`config.mk`:
```
export PLATFORM = sky130hd
export DESIGN_NAME = router_fifo_flat
export DESIGN_NICKNAME = d
export VERILOG_FILES = /design/src/rtl/router_fifo_if.sv /design/src/rtl/router_fifo.sv /design/src/flat_wrapper.sv
export SDC_FILE = /design/constraint.sdc
export NUM_CORES = 1
export LEC_CHECK = 0
export ABC_AREA = 0
export BUFFER_PORTS_ARGS = -buffer_cell sky130_fd_sc_hd__buf_2
export CAP_MARGIN = 5
export CORE_MARGIN = 2
export CORE_UTILIZATION = 30
export DETAILED_ROUTE_END_ITERATION = 8
export PLACE_DENSITY = 0.56
export REMOVE_ABC_BUFFERS = 1
export SLEW_MARGIN = 30
export SYNTH_ARGS = -nofsm -noshare
export SYNTH_HDL_FRONTEND = slang
export SYNTH_SLANG_ARGS = --single-unit
```
`constraint.sdc`:
```
create_clock -name clk -period 2.4 [get_ports clk]
set_input_delay 0.48 -clock clk [delete_from_list [all_inputs] [get_ports clk]]
set_output_delay 0.48 -clock clk [all_outputs]
set_load 0.05 [all_outputs]
```
`src/rtl/router_fifo_if.sv`:
```
// Router output-channel handshake bundle.
// Ports: write side (write_enb, lfd_state, data_in), read side (read_enb, data_out), flags (full, empty).
interface router_fifo_if #(
   parameter int WIDTH = 8
);
   logic             write_enb;
   logic             read_enb;
   logic             lfd_state;
   logic [WIDTH-1:0] data_in;
   logic [WIDTH-1:0] data_out;
   logic             full;
   logic             empty;

   modport master (
      output write_enb,
      output read_enb,
      output lfd_state,
      output data_in,
      input  data_out,
      input  full,
      input  empty
   );

   modport slave (
      input  write_enb,
      input  read_enb,
      input  lfd_state,
      input  data_in,
      output data_out,
      output full,
      output empty
   );
endinterface

```
`src/rtl/router_fifo.sv`:
```
// Per-destination output buffer of the 1x3 router with packet-length tracking.
// Ports: clk, resetn (sync, active-low), soft_reset (sync clear), bus (router_fifo_if.slave).
module router_fifo #(
   parameter int DEPTH = 16,
   parameter int WIDTH = 8
) (
   input  logic           clk,
   input  logic           resetn,
   input  logic           soft_reset,
   router_fifo_if.slave   bus
);
   localparam int AW = $clog2(DEPTH);
   localparam logic [AW:0] PTR_ONE = (AW+1)'(1);

   logic [WIDTH:0]   mem [DEPTH];
   logic [AW:0]      wr_ptr;
   logic [AW:0]      rd_ptr;
   logic [6:0]       pkt_count;
   logic [WIDTH-1:0] data_out_q;
   logic             full_w;
   logic             empty_w;
   logic             wr_acc;
   logic             rd_acc;
   logic             clr;
   logic [WIDTH:0]   rd_entry;
   logic [6:0]       hdr_count;

   assign empty_w = (wr_ptr == rd_ptr);
   assign full_w  = (wr_ptr[AW] != rd_ptr[AW]) &&
                    (wr_ptr[AW-1:0] == rd_ptr[AW-1:0]);

   assign clr    = !resetn || soft_reset;
   assign wr_acc = bus.write_enb && !full_w && !clr;
   assign rd_acc = bus.read_enb && !empty_w && !clr;

   assign rd_entry = mem[rd_ptr[AW-1:0]];

   // Header byte carries payload length in its upper bits; +1 for parity.
   assign hdr_count = 7'(rd_entry[WIDTH-1:2]) + 7'd1;

   assign bus.full     = full_w;
   assign bus.empty    = empty_w;
   assign bus.data_out = data_out_q;

   // Storage is never cleared; stale entries are unreachable after reset.
   always_ff @(posedge clk) begin
      if (wr_acc)
         mem[wr_ptr[AW-1:0]] <= {bus.lfd_state, bus.data_in};
   end

   always_ff @(posedge clk) begin
      if (clr) begin
         wr_ptr <= '0;
      end else if (wr_acc) begin
         wr_ptr <= wr_ptr + PTR_ONE;
      end
   end

   always_ff @(posedge clk) begin
      if (clr) begin
         rd_ptr     <= '0;
         pkt_count  <= '0;
         data_out_q <= '0;
      end else if (rd_acc) begin
         rd_ptr     <= rd_ptr + PTR_ONE;
         data_out_q <= rd_entry[WIDTH-1:0];
         if (rd_entry[WIDTH])
            pkt_count <= hdr_count;
         else if (pkt_count != 7'd0)
            pkt_count <= pkt_count - 7'd1;
      end else if (pkt_count == 7'd0) begin
         // Packet fully drained: idle output returns to zero.
         data_out_q <= '0;
      end
   end
endmodule
```
`src/flat_wrapper.sv`:
```
// flat-port wrapper written by rule: the top's interface ports become plain ports
module router_fifo_flat 
#(
   parameter int DEPTH = 16,
   parameter int WIDTH = 8
)
  (clk, resetn, soft_reset, bus_write_enb, bus_read_enb, bus_lfd_state, bus_data_in, bus_data_out, bus_full, bus_empty);
  router_fifo_if #(.WIDTH(WIDTH)) bus_i ();
  input  logic clk;
  input  logic resetn;
  input  logic soft_reset;
  input wire logic [$bits(bus_i.write_enb)-1:0] bus_write_enb;
  input wire logic [$bits(bus_i.read_enb)-1:0] bus_read_enb;
  input wire logic [$bits(bus_i.lfd_state)-1:0] bus_lfd_state;
  input wire logic [$bits(bus_i.data_in)-1:0] bus_data_in;
  output wire logic [$bits(bus_i.data_out)-1:0] bus_data_out;
  output wire logic [$bits(bus_i.full)-1:0] bus_full;
  output wire logic [$bits(bus_i.empty)-1:0] bus_empty;
  assign bus_i.write_enb = bus_write_enb;
  assign bus_i.read_enb = bus_read_enb;
  assign bus_i.lfd_state = bus_lfd_state;
  assign bus_i.data_in = bus_data_in;
  assign bus_data_out = bus_i.data_out;
  assign bus_full = bus_i.full;
  assign bus_empty = bus_i.empty;
  router_fifo #(.DEPTH(DEPTH), .WIDTH(WIDTH)) u_core (.clk(clk), .resetn(resetn), .soft_reset(soft_reset), .bus(bus_i));
endmodule
```
**After elaboration in Yosys (flattened, before gate mapping)**

Memory sizes are Yosys's and may differ from the RTL's. A register that Yosys moved wholly into a read port is not among the register bits.
Index checks and enable logic that the tools add are counted.

- Output and inout port bits: 10
- RAM bits: 144
- Memories: 1
- Logic and storage cells: 35
- Input port bits: 14
- Register bits after elaboration: 25

Memories:

| name | depth | width | read ports | clocked after memory_dff | wr ports | RTL line | RTL |
|---|---|---|---|---|---|---|---|
| u_core.mem | 16 | 9 | 1 | 1 | 1 | router_fifo.sv:15 | `logic [WIDTH:0] mem [DEPTH];` |

- Equality and inequality tests: 3
- Muxes and demuxes: 8
- Reduce and logical (&&, ||, !) cells: 15
- Add/subtract/negate cells: 4

Operators with widths:

| operator | number |
|---|---|
| $mux W8 | 2 |
| $mux W7 | 2 |
| $add A5 B1 Y5 const B | 2 |
| $mux W4 | 2 |
| $add A6 B1 Y7 const B | 1 |
| $logic_not A7 Y1 | 1 |
| $reduce_bool A7 Y1 | 1 |
| $sub A7 B1 Y7 const B | 1 |
| $eq A5 B5 Y1 | 1 |
| $logic_and A1 B1 Y1 | 5 |
| $eq A4 B4 Y1 | 1 |
| $logic_not A1 Y1 | 4 |
| $reduce_bool A2 Y1 | 2 |
| $mux W1 | 2 |
| $reduce_and A2 Y1 | 1 |
| $logic_or A1 B1 Y1 | 1 |
| $ne A1 B1 Y1 | 1 |

**Logic depth before layout (Yosys ltp)**

Gate-level depths: netlist of run 1.

- Word-level depth: 7
- Gate-level depth with buffers: 11
- Depth with buffers taken out: 9

**Worst setup path before layout of run 1**

Ideal clock, no wire load.

- Kind: register to register
- From: reg u_core.wr_ptr[2]
- To: mem u_core.mem[0][0] in the netlist's numbering, enable pin
- Cell stages (with the launch flop): 8
- Clock period less this slack: 2.438 ns
- Arrival time: 2.052 ns
- Path slack: -0.038 ns
- Library setup time: 0.387 ns
- Buffers on the path: 1
- Required time: 2.013 ns
- Cells stage by stage: dfxtp_1 -> clkbuf_1 -> xnor2_1 -> nand4_1 -> o21ai_0 -> nor2_1 -> nand2_1 -> nor3_1

- Word-level cells in the longest chain between the ends: 7

RTL lines:

| item | RTL line | RTL |
|---|---|---|
| start, declared | router_fifo.sv:16 | `logic [AW:0] wr_ptr;` |
| start signal, assigned | router_fifo.sv:55 | `wr_ptr <= wr_ptr + PTR_ONE;` |
| $eq A4 B4 Y1 | router_fifo.sv:30 | `(wr_ptr[AW-1:0] == rd_ptr[AW-1:0]);` |
| $logic_and A1 B1 Y1 | router_fifo.sv:29 | `assign full_w = (wr_ptr[AW] != rd_ptr[AW]) &&` |
| $logic_not A1 Y1 | router_fifo.sv:33 | `assign wr_acc = bus.write_enb && !full_w && !clr;` |
| $logic_and A1 B1 Y1 (2 in series) | router_fifo.sv:33 |  |
| $mux W1 | router_fifo.sv:47 | `if (wr_acc)` |
| $mux W1 (not written as such) | router_fifo.sv:48 | `mem[wr_ptr[AW-1:0]] <= {bus.lfd_state, bus.data_in};` |
| end, declared | router_fifo.sv:15 |  |

Several ways; a longest one is shown, not always the timed one.

==> flow_metrics.tcl, run 1 <==
set metrics [dict create \
    yosysMostFrequentCell "edfxtp_1" \
    core_um2 22780 \
    postLayoutSetupSlackWorst_ns 0.09471 \
    start_kind "flop" \
    syn_inst 411 \
    p_per_area_nw_per_um2 749.5 \
    dp_hpwl_um 10000 \
    grt_pass1_wl_um 23080 \
    diodes 0 \
    fmax_mhz 433.8 \
    h-tree-depth 4 \
    synth-main-ff-cell "edfxtp_1" \
    worstSetupPathType "reg2reg" \
    synthTopCellsByArea "edfxtp_1 62%, mux4_2 9.3%, dfxtp_1 8.3%, mux4_1 3.4%, nor2_1 2.1%" \
    synth_top_cells_by_count "144 x edfxtp_1, 40 x nor2_1, 29 x dfxtp_1, 29 x mux4_2, 19 x nand2_1" \
    whs_ns 0.4364 \
    cts.sinks 173 \
    grt_antenna_before_repair 0 \
    crit_fanout 10 \
    area_growth_pct 20.44 \
    dpl-instance-area_um2 7795 \
    wl_per_cell_um 18.89 \
    p_leak_uw 0.002772 \
    drt_iter0_drc 293 \
    synth_seq_cells 173 \
    vdd_drop_max_v 0.0004113 \
    grt_usage_pct 12.94 \
    portBuffers 23 \
    async_reset_ff_share_pct 0 \
    via_per_inst 4.793 \
    setup_viol 0 \
    die_area_um2 24620 \
    max-cap-violations 0 \
    ant_nets 0 \
    rows 55 \
    route.detailed.drc 0 \
    via_count 3863 \
    final.setup.tns_ns 0 \
    synth_cell_types 53 \
    overflow 0 \
    synth_edf_count 144 \
    clock_skew_ns 0.01044 \
    ys_seq_area_share_pct 69.91 \
    busiest_layer "met2" \
    num_io_pins 24 \
    outcome "complete, no violations" \
    avgSynthCellArea_um2 17.07 \
    die_h_um 156.9 \
    fin_crit_sh_pct 96.05 \
    dr.pass1.iters 5 \
    dp_slack_ns 0.006847 \
    nets 501 \
    clockBufferDepth 2 \
    syn-cell-area_um2 7015 \
    drv_slew 0 \
    clkLatencyLatePin_ns 0.42 \
    cts.clk_slew.worst_paths_ns 0.07 \
    synth.top_cell.area_share_pct 61.64 \
    post-place-cells 773 \
    routed_wl_um 15220 \
    drive_above_1_share_pct 28.60 \
    stdcell_area_um2 8449 \
    root_buffer "clkbuf_16" \
    worstHoldPathType "in2reg" \
    yosys.area.top_type "edfxtp_1" \
    worst_pin_slew_ns 0.4556 \
    start_util_pct 30.80 \
    rsz0062_at_grt "yes" \
    period_needed_ns 2.305 \
    hold_violations 0 \
    met2_usage_pct 20.82 \
    grt_max_degree 21 \
    grt_util_met1_pct 17.63 \
    grt_pass1_vias 3918 \
    endpoint_kind "flop" \
    cts-buffers-inserted 17 \
    relSlewSlack_pct 69.56 \
    grt_util_met3_pct 2.698 \
    crit_arrival_ns 2.67 \
    synth_warnings 0 \
    cts_tree "yes" \
    layout.cells.non_filler 806 \
    dieWidth_um 156.9 \
    place_congestion 0.7631 \
    cp.required_ns 2.77 \
]
## registers in the layout, summed over array words and instances (netlist names), named ones only
register             cells
u_core.bus.data_out      8
u_core.mem             144
u_core.pkt_count         7
u_core.rd_ptr            5
u_core.wr_ptr            5
## path summary, 6_finish.rpt
kind | slack, ns | from | to | cells past startpoint
max | 0.09 | flop | u_core.pkt_count[5]$_SDFFE_PP0P_ | 7
max reg2reg | 0.09 | flop | u_core.pkt_count[5]$_SDFFE_PP0P_ | 7
min | 0.44 | bus_data_in[0] | u_core.mem[5][0]$_DFFE_PP_ | 1
min reg2reg | 0.47 | u_core.bus.data_out[3]$_SDFFE_PP0P_ | u_core.bus.data_out[3]$_SDFFE_PP0P_ | 2
## placed cells by master (no fill, tap or decap), types with 3 or more instances in the layout
master and count:
a21oi_1 5, a22o_1 4, a22oi_1 3, a31oi_1 3, buf_12 5, buf_2 23, buf_4 38, bufinv_16 4
clkbuf_16 18, clkinv_2 3, dfxtp_1 27, edfxtp_1 144, ha_1 7, inv_1 8, mux4_1 7, mux4_2 31
nand2_1 19, nand2b_1 5, nand3_1 14, nor2_1 40, nor3_1 8, o21ai_0 11, xnor2_1 13, xor2_1 5
## cell families (layout without fill, tap and decap cells)
| group | after synthesis | in the layout | synth area share [%] |
|---|---|---|---|
| buffers and inverters | 27 | 109 | 2.211 |
| AOI/OAI and AO/OA | 40 | 40 | 4.066 |
| muxes | 41 | 41 | 13.14 |
| adders and majority gates | 7 | 7 | 1.248 |
| xor gates and xnor gates | 18 | 18 | 2.247 |
| DFF | 173 | 173 | 69.91 |
| and+or+nand+nor | 105 | 105 | 7.170 |
## where the power goes
part	internal [uW]	total, uW	switching (uW)
Clock	1750	2870	1120
Combinational	77.1	199	122
Sequential	3260	3260	7.03
Total	5080	6330	1250
## layout make-up
cell class | count | area [um2]
clock buffer | 18 | 429.2
clock inverter | 14 | 191.4
fill | 2105 | 14330
inverter | 9 | 33.78
multi-input combinational | 211 | 1957
sequential | 173 | 4910
tap | 313 | 391.6
timing repair buffer | 68 | 536.8
## per-layer routing
metal / up-vias / wire length [um]
met2: 78 / 7486
li1: 1755 / -
met1: 2020 / 6965
met4: 0 / 140
met5: - / 0
met3: 10 / 630
## stage by stage
stage | total power (uW) | util, %
6_report | 6333 | 37.09
5_1_grt | 6531 | 37.09
4_1_cts | 6394 | 36.95
3_5_place_dp | 3526 | 34.22
3_3_place_gp | 3521 | 34.22
2_1_floorplan | 3427 | -
## what timing repair did
item	in CTS	in global routing
hold buffers	0	0
buffers inserted	0	0
resized for setup	0	8
setup endpoints to repair	0	8
## worst max-delay path, cell delays in order (launching register included)
cell and delay (ns):
dfxtp_4 0.40, buf_12 0.16, buf_4 0.18, mux4_2 0.54
a221oi_4 0.32, inv_2 0.05, or4b_1 0.51, nand3_1 0.09
(Power assumes the default switching activity.)
==> run 2: changes to the inputs <==
Settings changed: REMOVE_ABC_BUFFERS 1 to default.
==> run 2 against run 1 <==
Clock power is 2% lower. Largest power group unchanged. Combinational power increased by 3%. Highest routed layer is now met5. Sequential cell count unchanged. Worst setup slack worse by 0.014 ns. Count of clock-buffer cells in the layout shrank 1. Critical path type unchanged. Worst hold slack got worse by 0.00080 ns.
==> flow_metrics.tcl, run 2 (synthesis gave the netlist of run 1 again) <==
set metrics [dict create \
    dp_hpwl_um 9833 \
    ant_nets 0 \
    vdd_drop_max_v 0.0004985 \
    path_buf_inv 0 \
    p_clk_share_pct 44.7 \
    hold_end "u_core.mem[9][0]$_DFFE_PP_" \
    final_cell_mix "144 x edfxtp_1, 44 x buf_4, 40 x nor2_1" \
    dieWidth_um 156.9 \
    reg2reg_to "u_core.pkt_count[5]$_SDFFE_PP0P_" \
    worst_pin_slew_ns 0.6119 \
    clkLatencyLatePin_ns 0.43 \
    period_needed_ns 2.319 \
    overflow 0 \
    grt_pass1_wl_um 23090 \
    p_total_uw 6266 \
    r2r.worst_path.cells 6 \
    worstPathCellList "nor2_1 -> nand2_1 -> and4_4 -> or3b_1 -> or4b_1 -> nand3_1" \
    hp-start "bus_data_in[0]" \
    diodes 0 \
    route.detailed.drc 0 \
    setup_viol 0 \
    fmax_mhz 431.2 \
    crit_arrival_ns 2.69 \
    die_area_um2 24620 \
    dr.pass1.iters 4 \
    root_buffer "clkbuf_16" \
    fin_crit_sh_pct 96.63 \
    grt_pass1_vias 3853 \
    start_kind "flop" \
    cts.clk_slew.worst_paths_ns 0.07 \
    drv_slew 0 \
    cts-buffers-inserted 17 \
    grt_antenna_before_repair 1 \
    stdcell_area_um2 8581 \
    cp.depth 6 \
    num_io_pins 24 \
    rsz0062_at_grt "yes" \
    postLayoutSetupSlackWorst_ns 0.08078 \
    place_congestion 0.7559 \
    cp.required_ns 2.77 \
    swShare_pct 21.62 \
    grt_max_degree 30 \
    layout.cells.non_filler 815 \
    hold_buffers 0 \
    cp_top_family "simple AND/OR/NAND/NOR gates" \
    area_growth_pct 22.31 \
    worstSetupPathType "reg2reg" \
    via_per_inst 4.733 \
    max_stage_delay_ns 0.50 \
    h-tree-depth 4 \
    max-cap-violations 0 \
    outcome "complete, no violations" \
    cts_tree "yes" \
    relSlewSlack_pct 59.06 \
    via_count 3857 \
    nets 510 \
    routed_wl_um 15250 \
    clock_skew_ns 0.01546 \
    drive_above_1_share_pct 31.08 \
    syn-num-nets 432 \
    p_leak_uw 0.002838 \
    reg2reg_slack_ns 0.08 \
    p_per_area_nw_per_um2 730.3 \
    worstHoldPathType "in2reg" \
    largest_reg_flops 144 \
    dpl-instance-area_um2 7848 \
    die_h_um 156.9 \
    pwr-share-comb_pct 3.3 \
    p_seq_share_pct 52.1 \
    drt_iter0_drc 296 \
    power.internal_uw 4911 \
    wl_per_cell_um 18.71 \
    cts.sinks 173 \
    clockBufferDepth 2 \
    crit_fanout 9 \
    endpoint_kind "flop" \
    layout_commonest_cell "edfxtp_1" \
    dp_slack_ns -0.1318 \
    post-place-cells 775 \
    portBuffers 23 \
    hold_violations 0 \
    rows 55 \
    cp_slowest_cell "nor2_1" \
    grt_usage_pct 12.91 \
    p_sw_uw 1355 \
    hold-path-cell-count 1 \
    utilization_pct 37.67 \
    core_um2 22780 \
    start_util_pct 30.80 \
]
## run 2: worst max-delay path by stage
stage | endpoint | slack [ns]
finish | u_core.pkt_count[5]$_SDFFE_PP0P_ | 0.08
CTS | u_core.pkt_count[1]$_SDFFE_PP0P_ | 0.005
global placement | u_core.pkt_count[5]$_SDFFE_PP0P_ | -0.12
global route | u_core.pkt_count[5]$_SDFFE_PP0P_ | -0.01
detailed placement | u_core.pkt_count[5]$_SDFFE_PP0P_ | -0.13
floorplan | u_core.mem[0][0]$_DFFE_PP_ | -0.04
## run 2: power groups by stage
stage | Sequential [uW] | Clock [uW] | Combinational (uW)
after floorplan | 3330 | 0 | 101
after global placement | 3330 | 0 | 194
after detailed placement | 3330 | 0 | 200
after CTS | 3260 | 2870 | 201
after global routing | 3260 | 2990 | 226
final | 3260 | 2800 | 204
## run 2: cell type report
cell class | instances | area [um2]
clock inverters | 15 | 182.7
flip-flops and latches | 173 | 4912
fillers | 2108 | 14200
inverters | 9 | 33.78
well taps | 313 | 391.6
clock buffers | 17 | 425.4
multi-input cells | 211 | 1984
repair buffers | 77 | 650.6
## run 2: stage by stage
step / TNS (ns) / hold WS [ns]
6_report: 0 / 0.4356
5_1_grt: -0.02542 / 0.4331
4_1_cts: 0 / 0.4179
3_5_place_dp: -0.1452 / 0.4609
3_3_place_gp: -0.1237 / 0.4496
2_1_floorplan: -0.9982 / 0.4668
## run 2: metal layers
layer | up-vias | global-route usage (%) | part of all wire, %
met2 | 96 | 20.18 | 47
met4 | 2 | 4.107 | 1.7
met3 | 18 | 4.213 | 4.8
li1 | 1775 | - | -
met1 | 1966 | 17.08 | 46
met5 | - | 0 | 0.072
## run 2: timing repair
| action | CTS | global route |
|---|---|---|
| cloned | 0 | 1 |
| resized for setup | 3 | 7 |
| setup buffers | 0 | 7 |
| endpoints found under the setup margin | 3 | 36 |
